### src/rtl/iob_out_cfg_pkg.sv
// rtl/iob_out_cfg_pkg.sv - configuration word layout and TSMUX encodings for iob_out_cfg
package iob_out_cfg_pkg;

  localparam int CFG_W     = 8;
  localparam int TSMUX_LSB = 0;
  localparam int OREG_BIT  = 2;
  localparam int TREG_BIT  = 3;
  localparam int OINV_BIT  = 4;
  localparam int OINIT_BIT = 5;
  localparam int RSVD_LSB  = 6;
  localparam int RSVD_MSB  = 7;

  typedef enum logic [1:0] {
    TS_OFF = 2'b00,
    TS_HI  = 2'b01,
    TS_LO  = 2'b10,
    TS_ON  = 2'b11
  } tsmux_e;

endpackage

### src/rtl/iob_out_cfg_chain.sv
// rtl/iob_out_cfg_chain.sv - serial config shift chain with commit check and done/err pulses
module iob_cfg_chain
  import iob_out_cfg_pkg::*;
(
  input  logic             i_clk,
  input  logic             i_rst,
  input  logic             i_en,
  input  logic             i_din,
  input  logic             i_load,
  output logic             o_commit,
  output logic [CFG_W-1:0] o_word,
  output logic             o_done,
  output logic             o_err
);

  logic [CFG_W-1:0] r_shadow;
  logic [3:0]       r_cnt;
  logic             r_done;
  logic             r_err;
  logic             w_commit;
  logic             w_reject;

  // A load during a shift is always rejected; the shift still takes effect.
  assign w_commit = i_load && !i_en && (r_cnt == 4'd8) &&
                    (r_shadow[RSVD_MSB:RSVD_LSB] == '0);
  assign w_reject = i_load && !w_commit;

  always_ff @(posedge i_clk or posedge i_rst) begin
    if (i_rst) begin
      r_shadow <= '0;
      r_cnt    <= '0;
      r_done   <= 1'b0;
      r_err    <= 1'b0;
    end else begin
      if (i_en) begin
        r_shadow <= {r_shadow[CFG_W-2:0], i_din};
        r_cnt    <= (r_cnt == 4'd15) ? r_cnt : r_cnt + 4'd1;
      end else if (i_load) begin
        r_cnt <= '0;
      end
      r_done <= w_commit;
      r_err  <= w_reject;
    end
  end

  assign o_commit = w_commit;
  assign o_word   = r_shadow;
  assign o_done   = r_done;
  assign o_err    = r_err;

endmodule

### src/rtl/iob_out_cfg.sv
// rtl/iob_out_cfg.sv - pad output/OE driver with optional O/T registers and committed serial config
module iob_out_cfg
  import iob_out_cfg_pkg::*;
#(
  parameter logic [7:0] CFG_RESET = 8'h00
) (
  input  logic             IOCLK,
  input  logic             RST,
  input  logic             OUT,
  input  logic             TS,
  input  logic             OCE,
  input  logic             CFG_EN,
  input  logic             CFG_DIN,
  input  logic             CFG_LOAD,
  output logic             CFG_DONE,
  output logic             CFG_ERR,
  output logic [CFG_W-1:0] CFG_Q,
  output logic             PAD_O,
  output logic             PAD_OE
);

  logic [CFG_W-1:0] r_active;
  logic             r_oq;
  logic             r_tq;
  logic             w_commit;
  logic [CFG_W-1:0] w_word;
  logic             w_odata;
  logic             w_ts_eff;
  logic             w_oe;

  iob_cfg_chain u_chain (
    .i_clk    (IOCLK),
    .i_rst    (RST),
    .i_en     (CFG_EN),
    .i_din    (CFG_DIN),
    .i_load   (CFG_LOAD),
    .o_commit (w_commit),
    .o_word   (w_word),
    .o_done   (CFG_DONE),
    .o_err    (CFG_ERR)
  );

  assign w_odata = OUT ^ r_active[OINV_BIT];

  // A commit reinitialises the data registers regardless of OCE.
  always_ff @(posedge IOCLK or posedge RST) begin
    if (RST) begin
      r_active <= CFG_RESET;
      r_oq     <= CFG_RESET[OINIT_BIT];
      r_tq     <= 1'b0;
    end else if (w_commit) begin
      r_active <= w_word;
      r_oq     <= w_word[OINIT_BIT];
      r_tq     <= 1'b0;
    end else if (OCE) begin
      r_oq <= w_odata;
      r_tq <= TS;
    end
  end

  assign w_ts_eff = r_active[TREG_BIT] ? r_tq : TS;

  always_comb begin
    w_oe = 1'b0;
    case (r_active[TSMUX_LSB+1:TSMUX_LSB])
      TS_OFF:  w_oe = 1'b0;
      TS_HI:   w_oe = w_ts_eff;
      TS_LO:   w_oe = !w_ts_eff;
      TS_ON:   w_oe = 1'b1;
      default: w_oe = 1'b0;
    endcase
  end

  assign PAD_O  = r_active[OREG_BIT] ? r_oq : w_odata;
  assign PAD_OE = w_oe;
  assign CFG_Q  = r_active;

endmodule

### config.mk
export PLATFORM = sky130hd
export DESIGN_NAME = iob_out_cfg
export DESIGN_NICKNAME = d
export VERILOG_FILES = /design/src/rtl/iob_out_cfg_pkg.sv /design/src/rtl/iob_out_cfg_chain.sv /design/src/rtl/iob_out_cfg.sv
export SDC_FILE = /design/constraint.sdc
export NUM_CORES = 1
export LEC_CHECK = 0
export ABC_AREA = 1
export CORE_AREA = 2 2 59 44
export CTS_CLUSTER_DIAMETER = 150
export DETAILED_ROUTE_END_ITERATION = 10
export DIE_AREA = 0 0 61 46
export GPL_TIMING_DRIVEN = 0
export PLACE_DENSITY_LB_ADDON = 0.08
export SETUP_SLACK_MARGIN = 0.05
export SLEW_MARGIN = 20
export SYNTH_ARGS = -nofsm -noshare
export SYNTH_HDL_FRONTEND = slang
export SYNTH_SLANG_ARGS = --single-unit
### constraint.sdc
create_clock -name IOCLK -period 1.3 [get_ports IOCLK]
set_input_delay 0.26 -clock IOCLK [delete_from_list [all_inputs] [get_ports IOCLK]]
set_output_delay 0.26 -clock IOCLK [all_outputs]
set_load 0.02 [all_outputs]
# Word-level counts from Yosys, hierarchy flattened

Index checks and enable logic that the tools add are counted.

Register bits: 24
Input bits: 8
Output and inout bits: 12
Word-level logic and storage cells: 37

Add/sub/neg operators: 1
Equality and inequality tests: 6
Mux-type cells: 10
Bitwise operators: 1
Reduce and logical (&&, ||, !) cells: 12

Operators by type and width:

| operator            | count |
|---|---|
| $mux 4              | 3 |
| $eq 4x4->1 const B  | 2 |
| $mux 1              | 6 |
| $add 4x1->4 const B | 1 |
| $eq 2x2->1 const B  | 2 |
| $logic_and 1x1->1   | 4 |
| $logic_not 2->1     | 2 |
| $pmux 1 s4          | 1 |
| $reduce_bool 2->1   | 2 |
| $logic_not 1->1     | 3 |
| $eq 2x1->1 const B  | 1 |
| $ne 2x2->1 const B  | 1 |
| $reduce_and 2->1    | 1 |
| $xor 1x1->1         | 1 |

# Logic depth before layout (Yosys ltp)

Word-level depth: 6
Gate-level depth with buffers: 8
Mapped depth without buffers: 8

# Hierarchy

A second synthesis with hierarchy kept.

Cell total of the unflattened synthesis: 129
Area, all modules: 1088.5 um^2

Modules (own cells, without submodules):

| module        | instances | cells each | area each (um^2) |
|---|---|---|---|
| iob_cfg_chain | 1         | 68         | 619.3 |
| iob_out_cfg   | 1         | 61         | 469.2 |

# Worst setup path before layout

OpenSTA, ideal clock, no wires.

Path type: flip-flop to output port
From: reg r_active[3] (netlist: CFG_Q[3])
To: out PAD_OE
Arrival: 1.112 ns
Required time: 1.040 ns
Path slack: -0.072 ns
Cell stages (with the launch flop): 4
Path buffers: 0
Path through: dfrtp_1 -> nand2_1 -> o21ai_0 -> o21ai_0

Cells in the longest elaborated chain, start to end: 3

Ends and longest elaborated chain:

| item                     | RTL line          | RTL |
|---|---|---|
| start: declaration       | iob_out_cfg.sv:22 | `logic [CFG_W-1:0] r_active;` |
| start signal: assignment | iob_out_cfg.sv:52 | `r_active <= w_word;` |
| $mux 1 (*)               | iob_out_cfg.sv:61 | `assign w_ts_eff = r_active[TREG_BIT] ? r_tq : TS;` |
| $logic_not 1->1          | iob_out_cfg.sv:68 | `TS_LO: w_oe = !w_ts_eff;` |
| $pmux 1 s4 (*)           | iob_out_cfg.sv:65 | `case (r_active[TSMUX_LSB+1:TSMUX_LSB])` |
| end: declaration         | iob_out_cfg.sv:19 | `output logic PAD_OE` |

Every way passes the cells marked *; elsewhere a longest branch is shown, timed or not.

# Worst setup path in the final report

From: reg r_active[4] (netlist: CFG_Q[4])
To: out PAD_O

Cells in the longest elaborated chain, start to end: 2

Ends and longest elaborated chain:

| item             | RTL line          | RTL |
|---|---|---|
| $xor 1x1->1      | iob_out_cfg.sv:43 | `assign w_odata = OUT ^ r_active[OINV_BIT];` |
| $mux 1           | iob_out_cfg.sv:74 | `assign PAD_O = r_active[OREG_BIT] ? r_oq : w_odata;` |
| end: declaration | iob_out_cfg.sv:18 | `output logic PAD_O,` |

Every way passes these cells.

==> metrics.md <==
| Metric | Value |
|---|---|
| Most common cell after layout, fill and taps aside | `nand2_1` |
| Cell area after synthesis | `1040 µm²` |
| DR iter-0 viols | `62` |
| Remaining antenna violation count | `0` |
| Longest Clk Path Bufs | `2` |
| First-pass GRT wire length | `3410 µm` |
| Crit path max fanout | `2` |
| Top cells by area, synth | `dfrtp_1, nand2_1, o21ai_0` |
| Syn_nets | `126` |
| DR WL met3 | `97 µm` |
| Die area | `2810 µm²` |
| Filler instances | `204` |
| WP data required | `1.04 ns` |
| Worst-Margin Slew | `0.898 ns` |
| Mean cell area of the mapped netlist | `8.95 µm²` |
| Vias in the first global route | `771` |
| PortBufs | `19` |
| Sum Neg Setup Slack | `-0.271 ns` |
| Startpoint Class | `flop` |
| Hold slack | `0.350 ns` |
| Worst Path Arrival | `1.19 ns` |
| Total global routing overflow | `0` |
| Root Driver | `clkbuf_4` |
| Final Critical Period | `1.45 ns` |
| Top Layer Used | `met4` |
| Synthesized instance count | `116` |
| P&R area growth vs syn | `40.7%` |
| Vias/cell | `4.63` |
| Vias post-DR | `866` |
| Synth area leader | `dfrtp_1` |
| Failing checks | `negative setup slack` |
| Detailed placement HPWL | `1350 µm` |
| Post-Route M1 WL | `968 µm` |
| Leak pwr | `0.741 nW` |
| Max Fclk | `691 MHz` |
| Worst Hold Endpoint | `r_tq$_DFFE_PP0P_` |
| Pwr dens | `1340 nW/µm²` |
| Crit Path Class | `reg2out` |
| Status | `complete, but fails checks` |
| Seq. cell area | `601 µm²` |
| Die Span Y | `46 µm` |
| Layout cells sized above 1 | `38.6%` |
| Slew HR | `40.1%` |
| Multi-input gate area | `430 µm²` |
| Layout Nets | `164` |
| Hold_sp | `TS` |
| Initial antenna violation count | `0` |
| Path category of the worst min-delay check | `in2reg` |
| Routed wl met2 | `1060 µm` |
| Clock Latency Late Sink | `0.31 ns` |
| IO Pins | `20` |
| RSZ-0062 raised after global routing | `yes` |
| Max Slew Vio Count | `0` |
| Yosys top cell area share | `57.8%` |
| Die W | `61 µm` |
| Routed WL per cell | `11.5 µm` |
| Routability cong. | `0.779` |
| MaxCap Viol Count | `0` |
| Worst hold stages | `3` |
| Crit share post-route | `111%` |
| CTS Sinks | `24` |
| Worst vdd ir | `679 µV` |
| Setup-failing EPs final | `3` |
| Endpoint class of the critical path | `output port` |
| Clk_skew | `0.00250 ns` |
| H-tree Lvls | `1` |
| YS warnings | `0` |
| Drt pass-1 iters | `4` |
| Post-synthesis sequential area ratio | `57.8%` |
| Std cell rows | `15` |
| CTS tree | `built` |
| Core area | `2310 µm²` |
| Detailed Route WL | `2140 µm` |
| PnR worst setup slack | `-0.147 ns` |
| Largest net degree at the start of global routing | `25` |
| DR DRC count | `0` |
| Initial Util | `45.0%` |
| RR Startpoint | `u_chain.r_cnt[0]$_DFFE_PP0P_` |
| Worst r2r path cells | `8` |
| Total global-route track usage | `16.9%` |
| Synth cell types | `19` |
| DP Worst Slack | `-0.716 ns` |
| CTS Buf Count | `3` |
| Synthesized flop and latch total | `24` |
| DP Area | `1270 µm²` |
| Antenna Cells | `0` |
| Final Hold Fails | `0` |
| R2R Path End | `r_oq$_DFFE_PP0P_` |
| Reg-to-reg slack, setup | `-0.02 ns` |
| Clock transition at path regs | `0.12 ns` |
| Design area | `1460 µm²` |
| Commonest non-fill, non-tap cells in the layout | `nand2_1, dfrtp_1, inv_1, buf_4, o21ai_0` |
## logic make-up after synthesis
family	synth area share, %
buffers and inverters	8.67
adders and majority gates	2.41
and+or+nand+nor	17.7
xor gates and xnor gates	1.69
DFF	57.8
AOI/OAI and AO/OA	11.7
## state kept, by name, indices dropped and copies added, names as in the netlist
signal,cells
u_chain.r_cnt,4
u_chain.o_done,1
u_chain.o_err,1
r_tq,1
CFG_Q,8
u_chain.o_word,8
r_oq,1
## synthesized netlist by cell type (all sizes together)
library cell	n
a21oi	2
buf	1
clkbuf	1
dfrtp	24
ha	2
inv	20
nand2	33
nand3	4
nand4	1
nor2	4
nor3	1
o21ai	20
or2	1
xnor2	2
## metrics by stage
step	utilization (%)	cells	power [mW]
after floorplan	-	116	1.23
after global placement	55.1	169	1.41
after detailed placement	55.1	169	1.43
after CTS	60.8	184	1.90
after global routing	63.3	187	2.08
final	63.3	187	1.96
## per-layer routing
metal / GRT usage [%] / vias to the layer above
li1: - / 436
met3: 5.11 / 2
met5: 0 / -
met1: 24.0 / 411
met2: 25.6 / 17
met4: 3.91 / 0
## worst max-delay path by stage
stage,start,endpoint,slack (ns)
2_1_floorplan,CFG_Q[3]$_DFFE_PP0P_,PAD_OE,0.07
3_3_place_gp,TS,PAD_OE,-0.73
3_5_place_dp,TS,PAD_OE,-0.72
4_1_cts,CFG_Q[3]$_DFFE_PP0P_,PAD_OE,-0.13
5_1_grt,CFG_Q[3]$_DFFE_PP0P_,PAD_OE,-0.23
6_report,CFG_Q[4]$_DFFE_PP0P_,PAD_O,-0.15
## report_power, final
part / switching (mW) / leakage, nW / internal (mW)
Combinational: 0.316 / 0.416 / 0.300
Clock: 0.208 / 0.0210 / 0.171
Sequential: 0.0979 / 0.304 / 0.863
Total: 0.622 / 0.741 / 1.33
## worst max-delay path: stages (launching register included)
cell     delay, ns
dfrtp_1       0.44
xnor2_2       0.15
o21ai_1       0.13
buf_4         0.16
## timing repair
action / CTS / global route
gates cloned: 1 / 0
hold buffers: 0 / 0
buffers inserted: 10 / 4
setup endpoints to repair: 19 / 19
resized for setup: 60 / 21
pin swaps: 5 / 5
## cell type report
| cell class | count | area share [%] |
|---|---|---|
| timing repair buffer | 33 | 17.9 |
| inverter | 20 | 5.14 |
| tap | 34 | 2.91 |
| clock buffer | 4 | 2.48 |
| buffer | 2 | 1.03 |
| sequential | 24 | 41.1 |
| multi-input combinational | 70 | 29.5 |
No activity file was read; power rests on OpenSTA's default activity.
